===== src/rtl/regfile_wb_arbiter.sv =====
// ---------------------------------------------------------------------------
// regfile_wb_arbiter
//
// Write-back arbiter for the single write port of the 8x8 register file.
// The ALU result path and the memory-load path each push into their own
// small FIFO through a valid/ready handshake. One FIFO head is granted per
// cycle and registered onto WR_EN/WR_ADDR/WR_DATA, which connect directly to
// the register file's WRITE/INADDRESS/IN. A pending-write scoreboard raises
// STALL when a decode read address matches any queued or in-flight write.
//
// Ports
//   CLK, RESET            clock, synchronous active-high reset
//   ALU_VALID/ADDR/DATA   ALU write request          ALU_READY  ALU FIFO not full
//   MEM_VALID/ADDR/DATA   load write request         MEM_READY  MEM FIFO not full
//   WR_EN/WR_ADDR/WR_DATA registered register-file write port
//   RD1_ADDR, RD2_ADDR    decode read addresses      STALL      RAW hazard flag
//   PENDING               entries queued in both FIFOs (write stage excluded)
// ---------------------------------------------------------------------------
module regfile_wb_arbiter #(
   parameter int DEPTH  = 2,
   parameter int DATA_W = 8,
   parameter int ADDR_W = 3,
   parameter int PEND_W = $clog2(2 * DEPTH + 1)
) (
   input  logic              CLK,
   input  logic              RESET,
   input  logic              ALU_VALID,
   input  logic [ADDR_W-1:0] ALU_ADDR,
   input  logic [DATA_W-1:0] ALU_DATA,
   output logic              ALU_READY,
   input  logic              MEM_VALID,
   input  logic [ADDR_W-1:0] MEM_ADDR,
   input  logic [DATA_W-1:0] MEM_DATA,
   output logic              MEM_READY,
   output logic              WR_EN,
   output logic [ADDR_W-1:0] WR_ADDR,
   output logic [DATA_W-1:0] WR_DATA,
   input  logic [ADDR_W-1:0] RD1_ADDR,
   input  logic [ADDR_W-1:0] RD2_ADDR,
   output logic              STALL,
   output logic [PEND_W-1:0] PENDING
);

   localparam int   PTR_W    = (DEPTH > 1) ? $clog2(DEPTH) : 1;
   localparam int   CNT_W    = PTR_W + 1;
   localparam int   SEQ_W    = 4;
   localparam logic SIDE_ALU = 1'b0;
   localparam logic SIDE_MEM = 1'b1;

   // Index 0 is the ALU requester, index 1 the memory-load requester.
   logic [1:0]        req_valid;
   logic [1:0]        ready;
   logic [1:0]        push;
   logic [1:0]        grant;
   logic [1:0]        head_valid;
   logic [1:0]        fifo_hit;
   logic [ADDR_W-1:0] req_addr  [2];
   logic [DATA_W-1:0] req_data  [2];
   logic [ADDR_W-1:0] head_addr [2];
   logic [DATA_W-1:0] head_data [2];
   logic [SEQ_W-1:0]  head_seq  [2];
   logic [SEQ_W-1:0]  push_seq  [2];
   logic [CNT_W-1:0]  count     [2];

   logic              rr_ptr_reg, rr_ptr_next;
   logic [SEQ_W-1:0]  seq_reg, seq_next, seq_diff;
   logic              wr_en_reg;
   logic [ADDR_W-1:0] wr_addr_reg;
   logic [DATA_W-1:0] wr_data_reg;

   assign req_valid   = {MEM_VALID, ALU_VALID};
   assign req_addr[0] = ALU_ADDR;
   assign req_addr[1] = MEM_ADDR;
   assign req_data[0] = ALU_DATA;
   assign req_data[1] = MEM_DATA;

   // Shared age stamp: on a simultaneous accept the ALU entry is the older one.
   assign push_seq[0] = seq_reg;
   assign push_seq[1] = seq_reg + SEQ_W'(push[0]);
   assign seq_next    = seq_reg + SEQ_W'(push[0]) + SEQ_W'(push[1]);

   genvar gi;
   generate
      for (gi = 0; gi < 2; gi++) begin : g_fifo
         logic [ADDR_W-1:0] addr_mem [DEPTH];
         logic [DATA_W-1:0] data_mem [DEPTH];
         logic [SEQ_W-1:0]  seq_mem  [DEPTH];
         logic [PTR_W-1:0]  rd_ptr_reg;
         logic [PTR_W-1:0]  wr_ptr_reg;
         logic [CNT_W-1:0]  count_reg;
         logic [PTR_W-1:0]  offset;
         logic              hit;

         // Ready looks only at the occupancy before the edge, so a full FIFO
         // never takes a push even when it is being popped on the same edge.
         assign ready[gi]      = (count_reg < CNT_W'(DEPTH));
         assign push[gi]       = req_valid[gi] & ready[gi];
         assign head_valid[gi] = (count_reg != '0);
         assign head_addr[gi]  = addr_mem[rd_ptr_reg];
         assign head_data[gi]  = data_mem[rd_ptr_reg];
         assign head_seq[gi]   = seq_mem[rd_ptr_reg];
         assign count[gi]      = count_reg;
         assign fifo_hit[gi]   = hit;

         always_ff @(posedge CLK) begin
            if (push[gi]) begin
               addr_mem[wr_ptr_reg] <= req_addr[gi];
               data_mem[wr_ptr_reg] <= req_data[gi];
               seq_mem[wr_ptr_reg]  <= push_seq[gi];
            end
         end

         always_ff @(posedge CLK) begin
            if (RESET) begin
               rd_ptr_reg <= '0;
               wr_ptr_reg <= '0;
               count_reg  <= '0;
            end else begin
               if (push[gi])
                  wr_ptr_reg <= wr_ptr_reg + 1'b1;
               if (grant[gi])
                  rd_ptr_reg <= rd_ptr_reg + 1'b1;
               count_reg <= count_reg + CNT_W'(push[gi]) - CNT_W'(grant[gi]);
            end
         end

         // An entry is live when its distance from the read pointer is
         // below the occupancy count.
         always_comb begin
            hit    = 1'b0;
            offset = '0;
            for (int i = 0; i < DEPTH; i++) begin
               offset = PTR_W'(i) - rd_ptr_reg;
               if ((CNT_W'(offset) < count_reg) &&
                   ((addr_mem[i] == RD1_ADDR) || (addr_mem[i] == RD2_ADDR)))
                  hit = 1'b1;
            end
         end
      end
   endgenerate

   // Grant selection from the heads as they stood before this edge.
   // Equal destinations must retire in acceptance order, so age decides and
   // the round-robin pointer is left alone; otherwise round-robin applies.
   always_comb begin
      grant       = 2'b00;
      rr_ptr_next = rr_ptr_reg;
      seq_diff    = head_seq[0] - head_seq[1];
      if (head_valid[0] && head_valid[1]) begin
         if (head_addr[0] == head_addr[1]) begin
            // Negative wrapped difference means the ALU head is older.
            grant = seq_diff[SEQ_W-1] ? 2'b01 : 2'b10;
         end else if (rr_ptr_reg == SIDE_ALU) begin
            grant       = 2'b01;
            rr_ptr_next = SIDE_MEM;
         end else begin
            grant       = 2'b10;
            rr_ptr_next = SIDE_ALU;
         end
      end else begin
         grant = head_valid;
      end
   end

   always_ff @(posedge CLK) begin
      if (RESET) begin
         wr_en_reg   <= 1'b0;
         wr_addr_reg <= '0;
         wr_data_reg <= '0;
         rr_ptr_reg  <= SIDE_ALU;
         seq_reg     <= '0;
      end else begin
         rr_ptr_reg <= rr_ptr_next;
         seq_reg    <= seq_next;
         wr_en_reg  <= |grant;
         // Address and data hold their last value on idle cycles.
         if (grant[1]) begin
            wr_addr_reg <= head_addr[1];
            wr_data_reg <= head_data[1];
         end else if (grant[0]) begin
            wr_addr_reg <= head_addr[0];
            wr_data_reg <= head_data[0];
         end
      end
   end

   assign ALU_READY = ready[0];
   assign MEM_READY = ready[1];
   assign WR_EN     = wr_en_reg;
   assign WR_ADDR   = wr_addr_reg;
   assign WR_DATA   = wr_data_reg;
   assign PENDING   = PEND_W'(count[0]) + PEND_W'(count[1]);
   assign STALL     = (|fifo_hit) ||
                      (wr_en_reg && ((wr_addr_reg == RD1_ADDR) || (wr_addr_reg == RD2_ADDR)));

endmodule


===== config.mk =====
export PLATFORM = sky130hd
export DESIGN_NAME = regfile_wb_arbiter
export DESIGN_NICKNAME = d
export VERILOG_FILES = /design/src/rtl/regfile_wb_arbiter.sv
export SDC_FILE = /design/constraint.sdc
export NUM_CORES = 1
export LEC_CHECK = 0
export ABC_AREA = 1
export CAP_MARGIN = 10
export CORE_MARGIN = 2
export CORE_UTILIZATION = 45
export CTS_CLUSTER_DIAMETER = 60
export CTS_CLUSTER_SIZE = 10
export DETAILED_ROUTE_END_ITERATION = 6
export PLACE_DENSITY = 0.69
export RECOVER_POWER = 50
export SLEW_MARGIN = 20
export SYNTH_ARGS = -nofsm -noshare
export SYNTH_HDL_FRONTEND = slang
export SYNTH_SLANG_ARGS = --single-unit

===== constraint.sdc =====
create_clock -name CLK -period 6.49 [get_ports CLK]
set_input_delay 1.298 -clock CLK [delete_from_list [all_inputs] [get_ports CLK]]
set_output_delay 1.298 -clock CLK [all_outputs]
set_load 0.005 [all_outputs]

==> impl_metrics.ini, run 1 <==
[place]
dp_worst_setup_slack_ns = 2.149
detailed_place_hpwl_um = 6201
port_buffers = 49
gpl.final_weighted_congestion = 0.8562

[clock_network]
cts-buffers-inserted = 9
cts_tree = yes
post_cts.repair.setup_buffers = 0
cts.sink_count = 87
worstSkewPairLatency_ns = 0.36
clock_tree.buffer_depth = 2
worst_setup_hold_path_clk_slew_ns = 0.09
post_cts_resized = 0
number_of_h_tree_branching_levels = 3
root_buffer = sky130_fd_sc_hd__clkbuf_8
cts.hold.buffers_added = 0

[global_routing]
antenna_violations_before_repair = 0
grt_first_pass_wirelength_um = 14120
grt_overflow = 0
grt.total_usage = 0.1864
grt_max_degree = 24
first_global_vias = 2896

[synthesis]
yosysUniqueCellTypes = 28
synth-seq-cells = 87
synthesis.area_mm2 = 0.004086
mappedNetlistNets = 460
synth_warnings = 0
syn_inst = 417
seq_area_frac_synth = 0.5732
avgSynthCellArea_um2 = 9.800

[drt]
ant_nets = 0
drtPass1Iterations = 7
vias = 2908
drc = 0
drt-initial-drc-count = 196
detail_route.vias_per_cell = 5.057
final_wirelength_um = 8773
avgRoutedWirePerCell_um = 15.26

[timing]
slew-limit-headroom = 0.3495
min_period_over_period = 0.6699
slew_violations = 0
fmax_ghz = 0.2300
hold_viol = 0
rsz0062_at_grt = no
totalNegativeSetupSlack_ns = 0
finalCriticalPeriod_ns = 4.347
postLayoutSetupSlackWorst_ns = 2.143
timing_worst_slew_pin_value_ns = 0.9743
final_setup_violations = 0
fin_worst_skew_ns = 0.008307

[finish]
areaGrowthSynthToFinish_pct = 18.40
largest_register = g_fifo.data_mem
finalCoreUtilization = 0.5521
largest_reg_flops = 32
highest_count_cells_in_the_layout_ignoring_fill_and_taps = sky130_fd_sc_hd__nand2_1 (100), sky130_fd_sc_hd__edfxtp_1 (60), sky130_fd_sc_hd__inv_1 (39)
nFillCells = 748
antennaDiodeCount = 0
post_route_cells_drive_above_1_share = 0.05996
nets = 505
layout_top_registers = g_fifo.data_mem: 32 flops, g_fifo.seq_mem: 16 flops, g_fifo.addr_mem: 12 flops
layout_commonest_cell = sky130_fd_sc_hd__nand2_1

[floorplanning]
die_y_um = 99.30
core-area_mm2 = 0.008763
start_util = 0.4663
floorplan.die_area_mm2 = 0.009860
design.portCount = 50
number_of_placement_rows = 34
chipWidth_um = 99.30

[outcome]
run_status = finished clean

[hold_path]
worst_min_path_class = flip-flop to flip-flop

[power_and_ir_drop]
leakagePower_nw = 2.047
ir_worst_vdd_mv = 0.1407
power_per_cell_area_mw_per_mm2 = 401.8

[flow_run]
max_cap_violations = 0

[setup_path]
start_kind = primary input
timing.critical_path.to_type = output pin
required_time_worst_endpoint_ns = 5.19
critPathKind = primary input to output pin
crit_arrival_ns = 3.05
path_max_fanout = 5
-- power breakdown --
| group | leakage (nW) | switching [mW] | internal, mW |
|---|---|---|---|
| sequential | 0.787 | 0.120 | 0.731 |
| clock | 0.107 | 0.210 | 0.186 |
| combinational | 1.15 | 0.395 | 0.302 |
-- cell usage after synthesis (all sizes together) --
cell,n,area share
dfxtp,27,0.13
inv,41,0.038
fa,1,0.0049
o31ai,4,0.0073
nor2,37,0.034
xor2,14,0.030
o21ai,21,0.026
clkbuf,10,0.0092
buf,6,0.013
a21oi,8,0.0098
nor3,3,0.0037
edfxtp,60,0.44
or2,1,0.0015
and3,1,0.0015
nand2,104,0.099
ha,10,0.031
nand3,38,0.050
mux2i,10,0.024
clkinv,1,0.00092
xnor2,20,0.043
-- kinds of logic (layout without fill, tap and decap cells) --
logic type	after synthesis	in the layout	synth area share
and+or+nand+nor	184	184	0.1901
DFF	87	87	0.5732
buffers and inverters	58	108	0.06093
xor gates and xnor gates	34	34	0.07287
AOI/OAI and AO/OA	33	33	0.04287
adders and majority gates	11	11	0.03552
muxes	10	10	0.02450
-- final cells by class --
type | instances | area (µm²) | share of cell area
timing repair buffer | 50 | 494.2 | 0.1021
sequential | 87 | 2342 | 0.4841
clock inverter | 7 | 85.08 | 0.01758
inverter | 42 | 160.2 | 0.03310
multi-input combinational | 272 | 1498 | 0.3095
tap | 108 | 135.1 | 0.02793
clock buffer | 9 | 123.9 | 0.02560
-- worst paths after layout --
| kind | end | startpoint | slack, ns | cells after the start |
|---|---|---|---|---|
| min reg2reg | WR_DATA[2] | WR_DATA[2] | 0.45 | 2 |
| min | WR_DATA[2] | WR_DATA[2] | 0.45 | 2 |
| max | STALL | RD1_ADDR[2] | 2.14 | 8 |
| max reg2reg | g_fifo[0].count_reg[1] | flip-flop | 2.77 | 18 |
-- through the flow --
step	std cells	hold WS (ns)	power, mW	instance area (µm²)
6_report	575	0.4531	1.944	4838
5_1_grt	575	0.4763	2.087	4838
4_1_cts	575	0.4609	1.977	4847
3_5_place_dp	559	0.4448	1.574	4638
3_3_place_gp	559	0.4380	1.547	4638
2_1_floorplan	417	0.4321	1.314	4086
-- routing by layer --
metal	vias up	routed length [µm]	global-route usage
met5	-	0	0
met4	0	201	0.06533
met3	17	370	0.04779
met2	70	4599	0.3399
met1	1361	3602	0.2107
li1	1460	-	-
-- worst max-delay path, cell delays in order --
cell                              delay [ns]
sky130_fd_sc_hd__clkdlybuf4s50_1        0.55
sky130_fd_sc_hd__xor2_1                 0.21
sky130_fd_sc_hd__o31ai_1                0.25
sky130_fd_sc_hd__nand2_1                0.07
sky130_fd_sc_hd__nand2_1                0.06
sky130_fd_sc_hd__a21oi_1                0.04
sky130_fd_sc_hd__nand3_1                0.08
sky130_fd_sc_hd__clkdlybuf4s50_1        0.49
Note: power is estimated with default switching activity, not from simulation.
==> run 2, diff against run 1 <==
Settings changed: PLACE_DENSITY 0.69 to 0.71.
Clock period 6.49 ns to 3.9 ns, I/O delays scaled along.
==> impl_metrics.ini, run 2 (synthesis results as in run 1) <==
[outcome]
run_status = finished clean

[floorplanning]
floorplan.die_area_mm2 = 0.009860
chipWidth_um = 99.30
start_util = 0.4663
die_y_um = 99.30
design.portCount = 50
number_of_placement_rows = 34
core-area_mm2 = 0.008763

[drt]
ant_nets = 0
vias = 2919
drt-initial-drc-count = 183
drtPass1Iterations = 4
avgRoutedWirePerCell_um = 14.89
drc = 0
final_wirelength_um = 8637
detail_route.vias_per_cell = 5.033

[power_and_ir_drop]
intPower_mw = 2.084
clock_share_of_power = 0.204
ir_worst_vdd_mv = 0.2646
p_switching_mw = 1.181
netSwitchingFraction = 0.3616
power_mw = 3.265
leakagePower_nw = 2.046
power_per_cell_area_mw_per_mm2 = 670.1
power.share.sequential = 0.418
comb_power_share = 0.378

[setup_path]
crit_chain = clkdlybuf4s50_1 > xor2_1 > o31ai_1 > nand2_1 > nand2_1 > a21oi_1 > nand3_1 > clkdlybuf4s50_1
cp_num_buf_inv = 2
required_time_worst_endpoint_ns = 3.12
critical_path.max_stage_delay_ns = 0.57
crit_path_slowest_cell = sky130_fd_sc_hd__clkdlybuf4s50_1
start_kind = primary input
path_max_fanout = 5
critPathKind = primary input to output pin
timing.critical_path.to_type = output pin
kind_of_cell_adding_the_most_delay_to_the_critical_path = buffers and inverters
crit_arrival_ns = 2.56

[finish]
layout_commonest_cell = sky130_fd_sc_hd__nand2_1
nFillCells = 777
post_route_cells_drive_above_1_share = 0.05932
areaGrowthSynthToFinish_pct = 19.23
layout_top_registers = g_fifo.data_mem: 32 flops, g_fifo.seq_mem: 16 flops, g_fifo.addr_mem: 12 flops
multi_input_comb_area_mm2 = 0.001495
largest_register = g_fifo.data_mem
nets = 510
largest_reg_flops = 32
antennaDiodeCount = 0
register_area_mm2 = 0.002342
highest_count_cells_in_the_layout_ignoring_fill_and_taps = sky130_fd_sc_hd__nand2_1 (100), sky130_fd_sc_hd__edfxtp_1 (60), sky130_fd_sc_hd__inv_1 (39)
final_design_area_no_fill_mm2 = 0.004872

[clock_network]
worstSkewPairLatency_ns = 0.35
cts.sink_count = 87
post_cts.repair.setup_buffers = 0
root_buffer = sky130_fd_sc_hd__clkbuf_8
cts.hold.buffers_added = 0
cts_tree = yes
number_of_h_tree_branching_levels = 3
clock_tree.buffer_depth = 2
cts-buffers-inserted = 9
worst_setup_hold_path_clk_slew_ns = 0.09
post_cts_resized = 0

[global_routing]
antenna_violations_before_repair = 0
grt_first_pass_wirelength_um = 13900
first_global_vias = 2873
grt_max_degree = 22
grt_overflow = 0
grt.total_usage = 0.1841

[flow_run]
max_cap_violations = 0

[timing]
whs_ns = 0.4542
timing_worst_slew_pin_value_ns = 1.069
min_period_over_period = 0.8564
totalNegativeSetupSlack_ns = 0
final_setup_violations = 0
hold_viol = 0
fin_worst_skew_ns = 0.01423
fmax_ghz = 0.2994
slew_violations = 0
finalCriticalPeriod_ns = 3.340
rsz0062_at_grt = no
slew-limit-headroom = 0.2873

[place]
port_buffers = 49
post_dp_cell_area_mm2 = 0.004668
detailed_place_hpwl_um = 6259
gpl.final_weighted_congestion = 0.8380

[hold_path]
worst_min_path_class = flip-flop to flip-flop
[run 2: cell types whose count changed in the layout (fill, tap and decap cells not counted), sizes merged]
cell and delta:
clkdlybuf4s50 +6, buf +3, inv -2, dlygate4sd3 -6, clkinv -2, clkbuf +4, clkinvlp +2
[run 2: final timing paths]
path	slack [ns]	depth (start not counted)	to	from
max reg2reg	0.90	20	g_fifo[0].count_reg[1]	flip-flop
min	0.45	2	WR_DATA[7]	WR_DATA[7]
max	0.56	8	STALL	RD1_ADDR[2]
min reg2reg	0.45	2	WR_DATA[7]	WR_DATA[7]
[run 2: final cells by class]
| class | count | share of cell area |
|---|---|---|
| multi-input cells | 272 | 0.3069 |
| inverters | 42 | 0.03287 |
| repair buffers | 55 | 0.1076 |
| well taps | 108 | 0.02774 |
| flip-flops and latches | 87 | 0.4807 |
| clock inverters | 5 | 0.01284 |
| clock buffers | 11 | 0.03133 |
[run 2: per-stage QoR]
stage,setup slack [ns],cells,utilization
detailed placement,0.5739,564,0.5327
floorplan,1.020,417,-
global placement,0.6169,564,0.5327
CTS,0.5654,580,0.5573
global route,0.4325,580,0.5560
finish,0.5599,580,0.5560
[run 2: power by group through the flow]
stage	registers (mW)	logic [mW]	clock network (mW)
after floorplan	1.34	0.847	0
after global placement	1.37	1.21	0
after detailed placement	1.38	1.24	0
after CTS	1.36	1.25	0.676
after global routing	1.39	1.39	0.718
final	1.36	1.23	0.667
[run 2: routing by layer]
metal | global-route usage | wire length, µm | vias to the layer above
met3 | 0.03092 | 371 | 20
li1 | - | - | 1465
met2 | 0.3191 | 4415 | 81
met5 | 0 | 0 | -
met4 | 0.08957 | 241 | 0
met1 | 0.2226 | 3609 | 1353
[run 2: tightest hold or removal path: stages (launching register included)]
cell and delay [ns]:
sky130_fd_sc_hd__dfxtp_1 0.32, sky130_fd_sc_hd__nand2_1 0.06, sky130_fd_sc_hd__nand2_1 0.04
